<file path="src/rtl/seq_divider_if.sv">
// Operand/result bundle for the sequential divider: request fields from the
// issuing datapath, results and status back from the divider.
interface seq_divider_if #(
  parameter int WIDTH = 32
);
  logic             Start;
  logic [5:0]       Funct;
  logic [WIDTH-1:0] Src1;
  logic [WIDTH-1:0] Src2;
  logic [WIDTH-1:0] Quotient;
  logic [WIDTH-1:0] Remainder;
  logic             Busy;
  logic             Done;
  logic             DivZero;

  modport master (
    output Start, Funct, Src1, Src2,
    input  Quotient, Remainder, Busy, Done, DivZero
  );

  modport slave (
    input  Start, Funct, Src1, Src2,
    output Quotient, Remainder, Busy, Done, DivZero
  );
endinterface

</file>
<file path="src/rtl/seq_divider.sv">
// Multi-cycle unsigned restoring divider: one quotient bit per clock, results
// held in output registers until the next completed operation.
module seq_divider #(
  parameter int         WIDTH      = 32,
  parameter logic [5:0] FUNCT_DIVU = 6'b011011
) (
  input logic          Clk,
  input logic          Reset,
  seq_divider_if.slave bus
);
  localparam int CW = $clog2(WIDTH + 1);

  typedef enum logic [1:0] {IDLE, RUN, FIN} state_t;

  state_t           state_reg, state_next;
  logic [CW-1:0]    count_reg;
  logic [WIDTH-1:0] p_reg;
  logic [WIDTH-1:0] a_reg;
  logic [WIDTH-1:0] d_reg;
  logic [WIDTH-1:0] quot_reg;
  logic [WIDTH-1:0] rem_reg;
  logic             div_zero_reg;

  logic             accept;
  logic             zero_div;
  logic             last_iter;
  logic [WIDTH:0]   shift_p;
  logic             ge;
  logic [WIDTH-1:0] diff_p;
  logic [WIDTH-1:0] p_next;
  logic [WIDTH-1:0] a_next;

  assign accept    = (state_reg == IDLE) && bus.Start && (bus.Funct == FUNCT_DIVU);
  assign zero_div  = (d_reg == '0);
  assign last_iter = (count_reg == CW'(1));

  // The partial remainder is always below the divisor, so only the shifted
  // value needs the extra bit; the difference fits back into WIDTH bits.
  assign shift_p = {p_reg, a_reg[WIDTH-1]};
  assign ge      = (shift_p >= {1'b0, d_reg});
  assign diff_p  = shift_p[WIDTH-1:0] - d_reg;
  assign p_next  = ge ? diff_p : shift_p[WIDTH-1:0];
  assign a_next  = {a_reg[WIDTH-2:0], ge};

  always_ff @(posedge Clk or posedge Reset) begin
    if (Reset) begin
      state_reg <= IDLE;
    end else begin
      state_reg <= state_next;
    end
  end

  always_comb begin
    state_next = state_reg;
    case (state_reg)
      IDLE:    if (accept) state_next = RUN;
      RUN:     if (zero_div || last_iter) state_next = FIN;
      FIN:     state_next = IDLE;
      default: state_next = IDLE;
    endcase
  end

  always_ff @(posedge Clk or posedge Reset) begin
    if (Reset) begin
      count_reg    <= '0;
      p_reg        <= '0;
      a_reg        <= '0;
      d_reg        <= '0;
      quot_reg     <= '0;
      rem_reg      <= '0;
      div_zero_reg <= 1'b0;
    end else begin
      case (state_reg)
        IDLE: begin
          if (accept) begin
            a_reg     <= bus.Src1;
            d_reg     <= bus.Src2;
            p_reg     <= '0;
            count_reg <= CW'(WIDTH);
          end
        end
        RUN: begin
          // a_reg still holds the untouched dividend on the first RUN edge
          if (zero_div) begin
            quot_reg     <= '1;
            rem_reg      <= a_reg;
            div_zero_reg <= 1'b1;
            count_reg    <= '0;
          end else begin
            p_reg     <= p_next;
            a_reg     <= a_next;
            count_reg <= count_reg - CW'(1);
            if (last_iter) begin
              quot_reg     <= a_next;
              rem_reg      <= p_next;
              div_zero_reg <= 1'b0;
            end
          end
        end
        default: ;
      endcase
    end
  end

  assign bus.Quotient  = quot_reg;
  assign bus.Remainder = rem_reg;
  assign bus.DivZero   = div_zero_reg;
  assign bus.Busy      = (state_reg == RUN);
  assign bus.Done      = (state_reg == FIN);
endmodule

</file>
<file path="src/flat_wrapper.sv">
// flat-port wrapper written by rule: the top's interface ports become plain ports
module seq_divider_flat 
#(
  parameter int         WIDTH      = 32,
  parameter logic [5:0] FUNCT_DIVU = 6'b011011
)
  (Clk, Reset, bus_Start, bus_Funct, bus_Src1, bus_Src2, bus_Quotient, bus_Remainder, bus_Busy, bus_Done, bus_DivZero);
  seq_divider_if #(.WIDTH(WIDTH)) bus_i ();
  input logic Clk;
  input logic Reset;
  input wire logic [$bits(bus_i.Start)-1:0] bus_Start;
  input wire logic [$bits(bus_i.Funct)-1:0] bus_Funct;
  input wire logic [$bits(bus_i.Src1)-1:0] bus_Src1;
  input wire logic [$bits(bus_i.Src2)-1:0] bus_Src2;
  output wire logic [$bits(bus_i.Quotient)-1:0] bus_Quotient;
  output wire logic [$bits(bus_i.Remainder)-1:0] bus_Remainder;
  output wire logic [$bits(bus_i.Busy)-1:0] bus_Busy;
  output wire logic [$bits(bus_i.Done)-1:0] bus_Done;
  output wire logic [$bits(bus_i.DivZero)-1:0] bus_DivZero;
  assign bus_i.Start = bus_Start;
  assign bus_i.Funct = bus_Funct;
  assign bus_i.Src1 = bus_Src1;
  assign bus_i.Src2 = bus_Src2;
  assign bus_Quotient = bus_i.Quotient;
  assign bus_Remainder = bus_i.Remainder;
  assign bus_Busy = bus_i.Busy;
  assign bus_Done = bus_i.Done;
  assign bus_DivZero = bus_i.DivZero;
  seq_divider #(.WIDTH(WIDTH), .FUNCT_DIVU(FUNCT_DIVU)) u_core (.Clk(Clk), .Reset(Reset), .bus(bus_i));
endmodule
</file>
<file path="config.mk">
export PLATFORM = sky130hd
export DESIGN_NAME = seq_divider_flat
export DESIGN_NICKNAME = d
export VERILOG_FILES = /design/src/rtl/seq_divider_if.sv /design/src/rtl/seq_divider.sv /design/src/flat_wrapper.sv
export SDC_FILE = /design/constraint.sdc
export NUM_CORES = 1
export LEC_CHECK = 0
export ABC_AREA = 1
export BUFFER_PORTS_ARGS = -buffer_cell sky130_fd_sc_hd__buf_2
export CORE_MARGIN = 2
export CORE_UTILIZATION = 52
export CTS_BUF_LIST = sky130_fd_sc_hd__clkbuf_8
export DETAILED_ROUTE_END_ITERATION = 8
export PLACE_DENSITY_LB_ADDON = 0.12
export SETUP_SLACK_MARGIN = 0.05
export SYNTH_ARGS = -nofsm -noshare
export SYNTH_HDL_FRONTEND = slang
export SYNTH_SLANG_ARGS = --single-unit
</file>
<file path="constraint.sdc">
create_clock -name Clk -period 13.65 [get_ports Clk]
set_clock_uncertainty 0.1 [all_clocks]
set_input_delay 2.0475 -clock Clk [delete_from_list [all_inputs] [get_ports Clk]]
set_output_delay 2.0475 -clock Clk [all_outputs]
set_load 0.02 [all_outputs]
</file>
==> results.sh <==
export IMPL_preCtsSetupSlack_ns=9.768
export IMPL_syn_avg_cell_area_um2=6.829
export IMPL_arrival_ns=1.87
export IMPL_grt_pass1_vias=9226
export IMPL_fin_worst_hold_slack_ns=0.3842
export IMPL_dp_hpwl_um=20530
export IMPL_min_path_cells=2
export IMPL_n_antenna_cell=0
export IMPL_path_class="reg -> out"
export IMPL_portBuffers=139
export IMPL_hold_violations=0
export IMPL_setup_viol=0
export IMPL_yosysMostFrequentCell="nand2_1"
export IMPL_status="completed"
export IMPL_firstDrtPassIters=5
export IMPL_drtIter0Drc=653
export IMPL_finalCriticalPeriod_ns=4.022
export IMPL_p_leak_nw=6.716
export IMPL_placed_area_mm2=0.01129
export IMPL_synth_area_mm2=0.01052
export IMPL_ys_seq_elements=169
export IMPL_routed_via_count=9692
export IMPL_grt_use_met2_pct=46.34
export IMPL_start_kind="flip-flop"
export IMPL_crit_path_max_fanout=18
export IMPL_start_util_pct=52.52
export IMPL_wl_per_cell_um=14.59
export IMPL_n_fill_cell=2051
export IMPL_final_area_mm2=0.01167
export IMPL_cts_tree="done"
export IMPL_slew_headroom_pct=31.42
export IMPL_synth_warnings=0
export IMPL_grt_max_degree=112
export IMPL_grt_pass1_wl_um=46400
export IMPL_reg2reg_depth=13
export IMPL_synth_cells=1541
export IMPL_ir_worst_vdd_uv=61.33
export IMPL_cap_viol_max_count=0
export IMPL_cts_sinks=169
export IMPL_antenna_found_initial=0
export IMPL_cts_buffer_depth=2
export IMPL_finalMaxSlewViolations=0
export IMPL_p_per_area_mw_per_mm2=74.68
export IMPL_drc=0
export IMPL_post_cts_resized=0
export IMPL_worstPathRequired_ns=11.50
export IMPL_synth_commonest_cells="nand2_1 (645), inv_1 (176), dfrtp_1 (169)"
export IMPL_synth_top_area_share_pct=40.19
export IMPL_gr_usage_met3_pct=3.250
export IMPL_chipWidth_um=146.3
export IMPL_endpoint_kind="output port"
export IMPL_nets=1755
export IMPL_track_usage_pct=26.92
export IMPL_clk_latency_ns=0.48
export IMPL_clk_pin_slew_ns=0.10
export IMPL_utilization_pct=58.22
export IMPL_vias_per_cell=5.022
export IMPL_hold_path_class="reg -> reg"
export IMPL_drive_gt1_share_pct=13.92
export IMPL_cts_setup_buffers=0
export IMPL_wl_um=28160
export IMPL_syn_to_final_growth_pct=10.85
export IMPL_rsz0062_at_grt="false"
export IMPL_synth_nets=1649
export IMPL_synth_largest_area_cell="dfrtp_1"
export IMPL_async_flop_share_pct=100.0
export IMPL_synth_edff_count=0
export IMPL_yosysSeqAreaShare_pct=40.19
export IMPL_cts_root_buf="clkbuf_8"
export IMPL_coreArea_mm2=0.02004
export IMPL_fmax_mhz=248.7
export IMPL_ys_top_cells_by_area="dfrtp_1 (40%), nand2_1 (23%), inv_1 (6.3%), nand3_1 (5.2%), ha_1 (4.0%)"
export IMPL_tns_ns=0
export IMPL_synth_flop_cell="dfrtp_1"
export IMPL_cts_buffers=17
export IMPL_cts_max_level=4
export IMPL_grt_overflow=0
export IMPL_setup_ws_ns=9.628
export IMPL_gp_congestion=0.9235
export IMPL_min_period_over_period_pct=29.46
export IMPL_ant_nets=0
export IMPL_die_area_mm2=0.02139
export IMPL_worst_pin_slew_ns=1.029
export IMPL_top_usage_layer="met2"
export IMPL_io_pins=140
export IMPL_ys_types=39
export IMPL_die_y_um=146.3
export IMPL_globalRouteMet1Util_pct=36.75
export IMPL_postCtsHoldBufs=0
export IMPL_std_cell_rows=52
[area by class of cell]
| class | count | area, um^2 | share of cell area (%) |
|---|---|---|---|
| clock inverters | 15 | 140.1 | 1.201 |
| repair buffers | 147 | 755.7 | 6.478 |
| well taps | 270 | 337.8 | 2.896 |
| clock buffers | 17 | 234.0 | 2.006 |
| inverters | 186 | 703.2 | 6.027 |
| multi-input cells | 1126 | 5266 | 45.14 |
| flip-flops and latches | 169 | 4229 | 36.25 |
[cell families after synthesis]
family | share of synthesized area (%)
and+or+nand+nor | 37.37
AOI/OAI and AO/OA | 6.765
DFF | 40.19
buffers and inverters | 9.951
adders and majority gates | 4.233
xor gates and xnor gates | 1.498
[through the flow]
stage                     total power [mW]  std cells
after floorplan                     0.5178       1541
after global placement              0.5318       1898
after detailed placement            0.5317       1898
after CTS                           0.8766       1930
after global routing                0.8983       1930
final                               0.8713       1930
[where the power goes]
group,internal [mW],switching [mW],total (mW)
registers,0.500,0,0.500
logic,0.00752,0.0132,0.0207
clock network,0.134,0.217,0.350
[routing by layer]
layer / up-vias / wire (um) / part of all wire (%)
met5: - / 0 / 0
met4: 0 / 403 / 1.4
met3: 30 / 1253 / 4.4
met2: 234 / 13530 / 48
met1: 4435 / 12970 / 46
li1: 4993 / - / -
[layout by cell type, fill, tap and decap left out, types with 8 or more instances in the layout]
cell      instances
clkbuf_8         17
nand3b_1          9
nand2_1         644
buf_4             8
ha_1             34
nand3_1         110
inv_2             8
o21ai_0          82
nor2_1          101
dfrtp_1         169
xor2_1           17
and2_1            8
inv_1           176
buf_2           139
o21ai_1          18
a21oi_1          22
nand2_2          20
nand3_2          10
nor3_1           10
[path summary, 6_finish.rpt]
path                                         startpoint                       to  slack [ns]
worst max-delay path                u_core.state_reg[0]                 bus_Busy        9.63
worst min-delay path            u_core.bus.Remainder[3]  u_core.bus.Remainder[3]        0.38
worst max register to register         u_core.d_reg[31]         u_core.p_reg[10]       10.34
worst min register to register  u_core.bus.Remainder[3]  u_core.bus.Remainder[3]        0.38
max in group asynchronous                         Reset         u_core.d_reg[20]       10.36
min in group asynchronous                         Reset   u_core.bus.Quotient[7]        1.69
[worst max-delay path: stages, from the launching register on]
cell and delay [ns]:
dfrtp_1 0.41, nand2_2 0.09, clkinv_1 0.52, buf_2 0.38
Note: power is estimated with default switching activity, not from simulation.
